### src/rtl/kmeans_job_sequencer_if.sv
// APB bus between the job sequencer (master) and the k_means_top slave port.
//   paddr/pwrite/psel/penable/pwdata : master -> slave request
//   prdata/pready                    : slave -> master response
interface kmeans_job_sequencer_if #(
    parameter int unsigned addrWidth = 9,
    parameter int unsigned dataWidth = 91
);
    logic [addrWidth-1:0] paddr;
    logic                 pwrite;
    logic                 psel;
    logic                 penable;
    logic [dataWidth-1:0] pwdata;
    logic [dataWidth-1:0] prdata;
    logic                 pready;

    modport master (
        output paddr, pwrite, psel, penable, pwdata,
        input  prdata, pready
    );

    modport slave (
        input  paddr, pwrite, psel, penable, pwdata,
        output prdata, pready
    );
endinterface

### src/rtl/kmeans_job_sequencer.sv
// Runs one complete k-means job on k_means_top over APB: loads 8 initial
// centroids and N points from an upstream stream, kicks the core, waits for
// its interrupt (with a watchdog) and streams the 8 final centroids out.
//   clk, rst_n          : clock, asynchronous active-low reset
//   start/first/last    : job request and RAM point range (sampled in IDLE)
//   pt_valid/data/ready : upstream word stream (centroids first, then points)
//   apb                 : APB master port to the core
//   interupt            : core-done level
//   res_valid/idx/data  : final centroid strobe
//   busy/done/err       : job status (done/err are one-cycle pulses)
module kmeans_job_sequencer #(
    parameter int unsigned addrWidth     = 9,
    parameter int unsigned dataWidth     = 91,
    parameter int unsigned centroid_num  = 8,
    parameter int unsigned timeout_width = 24
) (
    input  logic                          clk,
    input  logic                          rst_n,
    input  logic                          start,
    input  logic [addrWidth-1:0]          first_addr,
    input  logic [addrWidth-1:0]          last_addr,
    input  logic                          pt_valid,
    input  logic [dataWidth-1:0]          pt_data,
    output logic                          pt_ready,
    kmeans_job_sequencer_if.master        apb,
    input  logic                          interupt,
    output logic                          res_valid,
    output logic [2:0]                    res_idx,
    output logic [dataWidth-1:0]          res_data,
    output logic                          busy,
    output logic                          done,
    output logic                          err
);

    localparam int unsigned CW           = (centroid_num > 1) ? $clog2(centroid_num) : 1;
    localparam int unsigned REG_GO       = 1;
    localparam int unsigned REG_CENT0    = 2;
    localparam int unsigned REG_RAM_ADDR = 10;
    localparam int unsigned REG_RAM_DATA = 11;
    localparam int unsigned REG_FIRST    = 12;
    localparam int unsigned REG_LAST     = 13;

    localparam logic [CW-1:0]            CNT_LAST = CW'(centroid_num - 1);
    localparam logic [timeout_width-1:0] WD_ALL   = '1;
    localparam logic [timeout_width-1:0] WD_LAST  = WD_ALL - timeout_width'(1);

    typedef enum logic [2:0] {
        S_IDLE, S_FETCH, S_SETUP, S_ACCESS, S_GAP, S_WAIT_IRQ, S_DONE
    } state_t;

    // Which step of the job the current fetch/transfer belongs to.
    typedef enum logic [2:0] {
        PH_CENT, PH_FIRST, PH_LAST, PH_PADDR, PH_PDATA, PH_GO, PH_READ
    } phase_t;

    state_t                   state, state_n;
    phase_t                   phase, phase_n;
    logic [CW-1:0]            cnt, cnt_n;
    logic [addrWidth-1:0]     pt_addr, pt_addr_n;
    logic [addrWidth-1:0]     first_q, first_n;
    logic [addrWidth-1:0]     last_q, last_n;
    logic [dataWidth-1:0]     word_q, word_n;
    logic [timeout_width-1:0] wd, wd_n;

    logic                     err_n, done_n, rv_n;
    logic [2:0]               ridx_n;
    logic [dataWidth-1:0]     rdata_n;
    logic [addrWidth-1:0]     paddr_n;
    logic                     pwrite_n;
    logic [dataWidth-1:0]     pwdata_n;

    // Only output decoded straight from state.
    assign pt_ready = (state == S_FETCH);

    // Next-state, step sequencing and next values of the registered outputs.
    always_comb begin
        state_n   = state;
        phase_n   = phase;
        cnt_n     = cnt;
        pt_addr_n = pt_addr;
        first_n   = first_q;
        last_n    = last_q;
        word_n    = word_q;
        wd_n      = wd;
        err_n     = 1'b0;
        done_n    = 1'b0;
        rv_n      = 1'b0;
        ridx_n    = res_idx;
        rdata_n   = res_data;
        paddr_n   = apb.paddr;
        pwrite_n  = apb.pwrite;
        pwdata_n  = apb.pwdata;

        case (state)
            S_IDLE: begin
                if (start) begin
                    if (last_addr < first_addr) begin
                        err_n = 1'b1;
                    end else begin
                        first_n   = first_addr;
                        last_n    = last_addr;
                        pt_addr_n = first_addr;
                        phase_n   = PH_CENT;
                        cnt_n     = '0;
                        state_n   = S_FETCH;
                    end
                end
            end
            S_FETCH: begin
                if (pt_valid) begin
                    word_n  = pt_data;
                    state_n = S_SETUP;
                end
            end
            S_SETUP: state_n = S_ACCESS;
            S_ACCESS: begin
                if (apb.pready) begin
                    state_n = S_GAP;
                    if (phase == PH_READ) begin
                        rv_n    = 1'b1;
                        ridx_n  = 3'(cnt);
                        rdata_n = apb.prdata;
                    end
                end
            end
            S_GAP: begin
                case (phase)
                    PH_CENT: begin
                        if (cnt == CNT_LAST) begin
                            cnt_n   = '0;
                            phase_n = PH_FIRST;
                            state_n = S_SETUP;
                        end else begin
                            cnt_n   = cnt + CW'(1);
                            state_n = S_FETCH;
                        end
                    end
                    PH_FIRST: begin
                        phase_n = PH_LAST;
                        state_n = S_SETUP;
                    end
                    PH_LAST: begin
                        phase_n = PH_PADDR;
                        state_n = S_FETCH;
                    end
                    PH_PADDR: begin
                        phase_n = PH_PDATA;
                        state_n = S_SETUP;
                    end
                    PH_PDATA: begin
                        // Compare against last before incrementing so last=max never wraps.
                        if (pt_addr == last_q) begin
                            phase_n = PH_GO;
                            state_n = S_SETUP;
                        end else begin
                            pt_addr_n = pt_addr + addrWidth'(1);
                            phase_n   = PH_PADDR;
                            state_n   = S_FETCH;
                        end
                    end
                    PH_GO: begin
                        wd_n    = '0;
                        state_n = S_WAIT_IRQ;
                    end
                    PH_READ: begin
                        if (cnt == CNT_LAST) begin
                            state_n = S_DONE;
                        end else begin
                            cnt_n   = cnt + CW'(1);
                            state_n = S_SETUP;
                        end
                    end
                    default: state_n = S_IDLE;
                endcase
            end
            S_WAIT_IRQ: begin
                if (interupt) begin
                    phase_n = PH_READ;
                    cnt_n   = '0;
                    state_n = S_SETUP;
                end else if (wd == WD_LAST) begin
                    wd_n    = WD_ALL;
                    err_n   = 1'b1;
                    state_n = S_IDLE;
                end else begin
                    wd_n = wd + timeout_width'(1);
                end
            end
            S_DONE: begin
                done_n  = 1'b1;
                state_n = S_IDLE;
            end
            default: state_n = S_IDLE;
        endcase

        // Transfer fields load on SETUP entry and hold through ACCESS.
        if (state_n == S_SETUP) begin
            case (phase_n)
                PH_CENT: begin
                    paddr_n  = addrWidth'(REG_CENT0 + 32'(cnt_n));
                    pwrite_n = 1'b1;
                    pwdata_n = word_n;
                end
                PH_FIRST: begin
                    paddr_n  = addrWidth'(REG_FIRST);
                    pwrite_n = 1'b1;
                    pwdata_n = dataWidth'(first_n);
                end
                PH_LAST: begin
                    paddr_n  = addrWidth'(REG_LAST);
                    pwrite_n = 1'b1;
                    pwdata_n = dataWidth'(last_n);
                end
                PH_PADDR: begin
                    paddr_n  = addrWidth'(REG_RAM_ADDR);
                    pwrite_n = 1'b1;
                    pwdata_n = dataWidth'(pt_addr_n);
                end
                PH_PDATA: begin
                    paddr_n  = addrWidth'(REG_RAM_DATA);
                    pwrite_n = 1'b1;
                    pwdata_n = word_n;
                end
                PH_GO: begin
                    paddr_n  = addrWidth'(REG_GO);
                    pwrite_n = 1'b1;
                    pwdata_n = dataWidth'(1);
                end
                PH_READ: begin
                    paddr_n  = addrWidth'(REG_CENT0 + 32'(cnt_n));
                    pwrite_n = 1'b0;
                    pwdata_n = '0;
                end
                default: begin
                    paddr_n  = '0;
                    pwrite_n = 1'b0;
                    pwdata_n = '0;
                end
            endcase
        end
    end

    // State, step context and registered outputs.
    always_ff @(posedge clk or negedge rst_n) begin
        if (!rst_n) begin
            state       <= S_IDLE;
            phase       <= PH_CENT;
            cnt         <= '0;
            pt_addr     <= '0;
            first_q     <= '0;
            last_q      <= '0;
            word_q      <= '0;
            wd          <= '0;
            apb.paddr   <= '0;
            apb.pwrite  <= 1'b0;
            apb.psel    <= 1'b0;
            apb.penable <= 1'b0;
            apb.pwdata  <= '0;
            res_valid   <= 1'b0;
            res_idx     <= '0;
            res_data    <= '0;
            busy        <= 1'b0;
            done        <= 1'b0;
            err         <= 1'b0;
        end else begin
            state       <= state_n;
            phase       <= phase_n;
            cnt         <= cnt_n;
            pt_addr     <= pt_addr_n;
            first_q     <= first_n;
            last_q      <= last_n;
            word_q      <= word_n;
            wd          <= wd_n;
            apb.paddr   <= paddr_n;
            apb.pwrite  <= pwrite_n;
            apb.psel    <= (state_n == S_SETUP) || (state_n == S_ACCESS);
            apb.penable <= (state_n == S_ACCESS);
            apb.pwdata  <= pwdata_n;
            res_valid   <= rv_n;
            res_idx     <= ridx_n;
            res_data    <= rdata_n;
            busy        <= (state_n != S_IDLE);
            done        <= done_n;
            err         <= err_n;
        end
    end

endmodule
### src/flat_wrapper.sv
// flat-port wrapper written by rule: the top's interface ports become plain ports
module kmeans_job_sequencer_flat 
#(
    parameter int unsigned addrWidth     = 9,
    parameter int unsigned dataWidth     = 91,
    parameter int unsigned centroid_num  = 8,
    parameter int unsigned timeout_width = 24
)
  (clk, rst_n, start, first_addr, last_addr, pt_valid, pt_data, pt_ready, interupt, res_valid, res_idx, res_data, busy, done, err, apb_paddr, apb_pwrite, apb_psel, apb_penable, apb_pwdata, apb_prdata, apb_pready);
  kmeans_job_sequencer_if #(.addrWidth(addrWidth), .dataWidth(dataWidth)) apb_i ();
  input  logic clk;
  input  logic rst_n;
  input  logic start;
  input  logic [addrWidth-1:0] first_addr;
  input  logic [addrWidth-1:0] last_addr;
  input  logic pt_valid;
  input  logic [dataWidth-1:0] pt_data;
  output logic pt_ready;
  input  logic interupt;
  output logic res_valid;
  output logic [2:0] res_idx;
  output logic [dataWidth-1:0] res_data;
  output logic busy;
  output logic done;
  output logic err;
  output wire logic [$bits(apb_i.paddr)-1:0] apb_paddr;
  output wire logic [$bits(apb_i.pwrite)-1:0] apb_pwrite;
  output wire logic [$bits(apb_i.psel)-1:0] apb_psel;
  output wire logic [$bits(apb_i.penable)-1:0] apb_penable;
  output wire logic [$bits(apb_i.pwdata)-1:0] apb_pwdata;
  input wire logic [$bits(apb_i.prdata)-1:0] apb_prdata;
  input wire logic [$bits(apb_i.pready)-1:0] apb_pready;
  assign apb_paddr = apb_i.paddr;
  assign apb_pwrite = apb_i.pwrite;
  assign apb_psel = apb_i.psel;
  assign apb_penable = apb_i.penable;
  assign apb_pwdata = apb_i.pwdata;
  assign apb_i.prdata = apb_prdata;
  assign apb_i.pready = apb_pready;
  kmeans_job_sequencer #(.addrWidth(addrWidth), .dataWidth(dataWidth), .centroid_num(centroid_num), .timeout_width(timeout_width)) u_core (.clk(clk), .rst_n(rst_n), .start(start), .first_addr(first_addr), .last_addr(last_addr), .pt_valid(pt_valid), .pt_data(pt_data), .pt_ready(pt_ready), .apb(apb_i), .interupt(interupt), .res_valid(res_valid), .res_idx(res_idx), .res_data(res_data), .busy(busy), .done(done), .err(err));
endmodule
### config.mk
export PLATFORM = sky130hd
export DESIGN_NAME = kmeans_job_sequencer_flat
export DESIGN_NICKNAME = d
export VERILOG_FILES = /design/src/rtl/kmeans_job_sequencer_if.sv /design/src/rtl/kmeans_job_sequencer.sv /design/src/flat_wrapper.sv
export SDC_FILE = /design/constraint.sdc
export NUM_CORES = 1
export LEC_CHECK = 0
export ABC_AREA = 1
export CAP_MARGIN = 20
export CORE_ASPECT_RATIO = 1.1
export CORE_MARGIN = 2
export CORE_UTILIZATION = 53
export DETAILED_ROUTE_END_ITERATION = 10
export PLACE_DENSITY_LB_ADDON = 0.3
export SLEW_MARGIN = 20
export SYNTH_ARGS = -nofsm -noshare
export SYNTH_HDL_FRONTEND = slang
export SYNTH_SLANG_ARGS = --single-unit
export TNS_END_PERCENT = 20
### constraint.sdc
create_clock -name clk -period 5.39 [get_ports clk]
set_clock_uncertainty 0.2 [all_clocks]
set_input_delay 1.078 -clock clk [delete_from_list [all_inputs] [get_ports clk]]
set_output_delay 1.078 -clock clk [all_outputs]
set_load 0.01 [all_outputs]
==> flow_summary.ini <==
[outcome]
status = finished clean

[timing]
final.min_clock_period_ps = 4140
rsz0062_at_grt = no
report.final.hold_viol_count = 0
timing.slew.headroom = 0.322
layout_worst_path_cycle_share = 0.767
timing.fmax_mhz = 242
tightestPinTransition_ps = 1020
slew_viol_final = 0
setup_tns_ps = 0
setup_viol = 0

[routing]
post_drt_via_cell_ratio = 5.30
routedWlPerCell_um = 17.5
via_count = 13900
first_pass_iteration_count_of_the_detailed_router = 5
postRouteAntennaNets = 0
detail_route.wirelength_um = 46000
drcViolationCount = 0
drt_first_iter_violations = 1032

[clocking]
cts_tree = done
clock_tree.htree_level_count = 2
postCtsSetupBuffers = 0
clock_insertion_delay_worst_skew_ps = 530
cts_inserted_buffers = 36
post_cts_resized = 0
cts-root-to-sink-buffers = 3
clock-root-buffer = sky130_fd_sc_hd__clkbuf_16
clock_sink_count = 347
clk_pin_slew_ps = 60
hold_buffers = 0

[pwr]
vdd_drop_max_mv = 0.349
power_leakage_nw = 10.6
power.density_cell_area_mw_per_mm2 = 513

[synth]
post_synth_edffs = 0
synth_top_cells_by_count = 940 x sky130_fd_sc_hd__nand2_1, 347 x sky130_fd_sc_hd__dfrtp_1, 135 x sky130_fd_sc_hd__nand3_1
yosysTopAreaCell = sky130_fd_sc_hd__dfrtp_1
mapped_cells = 1860
synth.distinct_cells = 37
ys_ff_latch = 347
synth_top_area_share = 0.571
syn-mean-instance-area_um2 = 8.17
async_flop_share = 1.00
synth.yosys.seq_area_share = 0.571
ys_warnings = 0
synth_ff_type = sky130_fd_sc_hd__dfrtp_1
synth_most_common_cell = sky130_fd_sc_hd__nand2_1
synth.cell_area_mm2 = 0.0152
yosys-top-cells-area = sky130_fd_sc_hd__dfrtp_1 57%, sky130_fd_sc_hd__nand2_1 23%, sky130_fd_sc_hd__nand3_1 4.4%

[global_route]
grt_max_degree = 130
first_global_vias = 14100
grt_overflow = 0
wire_length_of_the_first_global_routing_pass_um = 72500
antenna_found_initial = 4
gr-usage-all-layers = 0.308

[worst_setup_path]
timing.critical_path.arrival_ps = 4390
critPathCaptureType = register
critPathRequiredTime_ps = 5650
critical_path.max_fanout = 90
worst_setup_path_start_kind = input pin
critical_path_class = in2reg

[floorplanning]
top_level_ports = 408
die_y_um = 182
die_area_mm2 = 0.0301
rows = 65
die_x_um = 165
core_area_mm2 = 0.0285
initial_utilization = 0.534

[finish]
layout-drive-gt1-share = 0.0426
areaGrowthSynthToFinish_pct = 36.1
finalNetCount = 2451
post-route-cell-area_mm2 = 0.0207
num-fill-cells = 2122

[place]
gpl.final_weighted_congestion = 0.883
place_area_mm2 = 0.0195
place.detailed.hpwl_um = 31900
numPortBuffers = 402

[min_path]
hold_class = reg2reg

[job]
cap_viol_max_count = 0
==> flip-flops by register name, indices dropped and copies added (netlist names) <==
register / cells
u_core.wd: 24
u_core.done: 1
u_core.res_data: 91
u_core.cnt: 3
u_core.phase: 3
u_core.pt_addr: 9
u_core.apb.psel: 1
u_core.apb.paddr: 4
u_core.last_q: 9
u_core.first_q: 9
u_core.word_q: 91
u_core.state: 3
u_core.apb.penable: 1
u_core.apb.pwdata: 91
u_core.res_valid: 1
u_core.busy: 1
u_core.apb.pwrite: 1
u_core.err: 1
u_core.res_idx: 3
==> layout by cell type (no fill, tap or decap), drive strengths merged, types with 5 or more instances in the layout <==
master	Yosys	layout
inv	91	94
clkinv	1	5
clkbuf	51	53
dfrtp	347	347
conb	1	5
nand3	136	136
nor3	13	13
xor2	15	15
ha	16	16
nor4	5	5
clkdlybuf4s50	0	401
buf	40	17
xnor2	7	7
nor2	72	72
o21ai	62	62
o22ai	7	7
nand4	19	19
nand2	943	943
a21oi	19	19
==> power breakdown <==
group          internal (mW)  leakage, nW  total [mW]  switching [mW]
combinational           1.59         5.47        4.08            2.49
sequential              3.49         4.51        3.98           0.491
clock                   1.52        0.594        2.55            1.03
total                   6.60         10.6        10.6            4.02
==> logic make-up after synthesis <==
logic type / Yosys count / synth area share
adders and majority gates: 16 / 0.0132
other: 1 / 0.000247
and+or+nand+nor: 1190 / 0.314
AOI/OAI and AO/OA: 101 / 0.0366
DFF: 347 / 0.571
buffers and inverters: 183 / 0.0520
xor gates and xnor gates: 22 / 0.0127
==> through the flow <==
step | cells | setup WS (ps) | utilization | hold WS [ps] | power [mW]
2_1_floorplan | 1864 | 2190 | - | 243 | 6.35
3_3_place_gp | 2559 | 895 | 0.684 | 252 | 7.91
3_5_place_dp | 2559 | 793 | 0.684 | 258 | 8.05
4_1_cts | 2623 | 1330 | 0.726 | 272 | 10.6
5_1_grt | 2625 | 984 | 0.727 | 287 | 11.3
6_report | 2625 | 1250 | 0.727 | 270 | 10.6
==> layout make-up <==
type / count / area, µm² / share of cell area
sequential: 347 / 8680 / 0.420
multi-input combinational: 1334 / 5770 / 0.279
timing repair buffer: 418 / 4210 / 0.204
clock buffer: 53 / 1070 / 0.0515
tap: 368 / 460 / 0.0223
inverter: 92 / 348 / 0.0168
clock inverter: 11 / 144 / 0.00695
antenna: 2 / 5.00 / 0.000242
==> metal layers <==
metal / vias up / wire length, µm / global-route usage
met2: 552 / 21900 / 0.502
met1: 6638 / 17800 / 0.374
li1: 6547 / - / -
met4: 4 / 2990 / 0.170
met3: 160 / 3340 / 0.0758
met5: - / 30 / 0
==> path summary, 6_finish.rpt <==
path | startpoint | end | slack, ps | cells past startpoint
setup / recovery | first_addr[8] | u_core.apb.pwdata[87]$_DFFE_PN0N_ | 1250 | 16
setup reg to reg | u_core.state[1]$_DFF_PN0_ | u_core.apb.pwdata[23]$_DFFE_PN0N_ | 1900 | 10
min in group asynchronous | rst_n | u_core.last_q[7]$_DFF_PN0_ | 440 | 1
hold / removal | u_core.res_data[85]$_DFFE_PN0P_ | u_core.res_data[85]$_DFFE_PN0P_ | 270 | 2
max in group asynchronous | rst_n | u_core.word_q[69]$_DFF_PN0_ | 3390 | 2
hold reg to reg | u_core.res_data[85]$_DFFE_PN0P_ | u_core.res_data[85]$_DFFE_PN0P_ | 270 | 2
==> worst max-delay path, stage by stage <==
cell	delay (ps)
sky130_fd_sc_hd__clkdlybuf4s50_1	450
sky130_fd_sc_hd__inv_1	100
sky130_fd_sc_hd__ha_1	340
sky130_fd_sc_hd__nand2_1	80
sky130_fd_sc_hd__nor2_1	260
sky130_fd_sc_hd__nand3_1	100
sky130_fd_sc_hd__nand3_1	140
sky130_fd_sc_hd__nand2_1	90
sky130_fd_sc_hd__nand2_1	330
sky130_fd_sc_hd__nand2_1	130
sky130_fd_sc_hd__nand2_1	100
sky130_fd_sc_hd__nand3_2	270
sky130_fd_sc_hd__nor2_4	220
sky130_fd_sc_hd__buf_12	320
sky130_fd_sc_hd__nand3_1	140
sky130_fd_sc_hd__nand2_1	110
(Power assumes the default switching activity.)
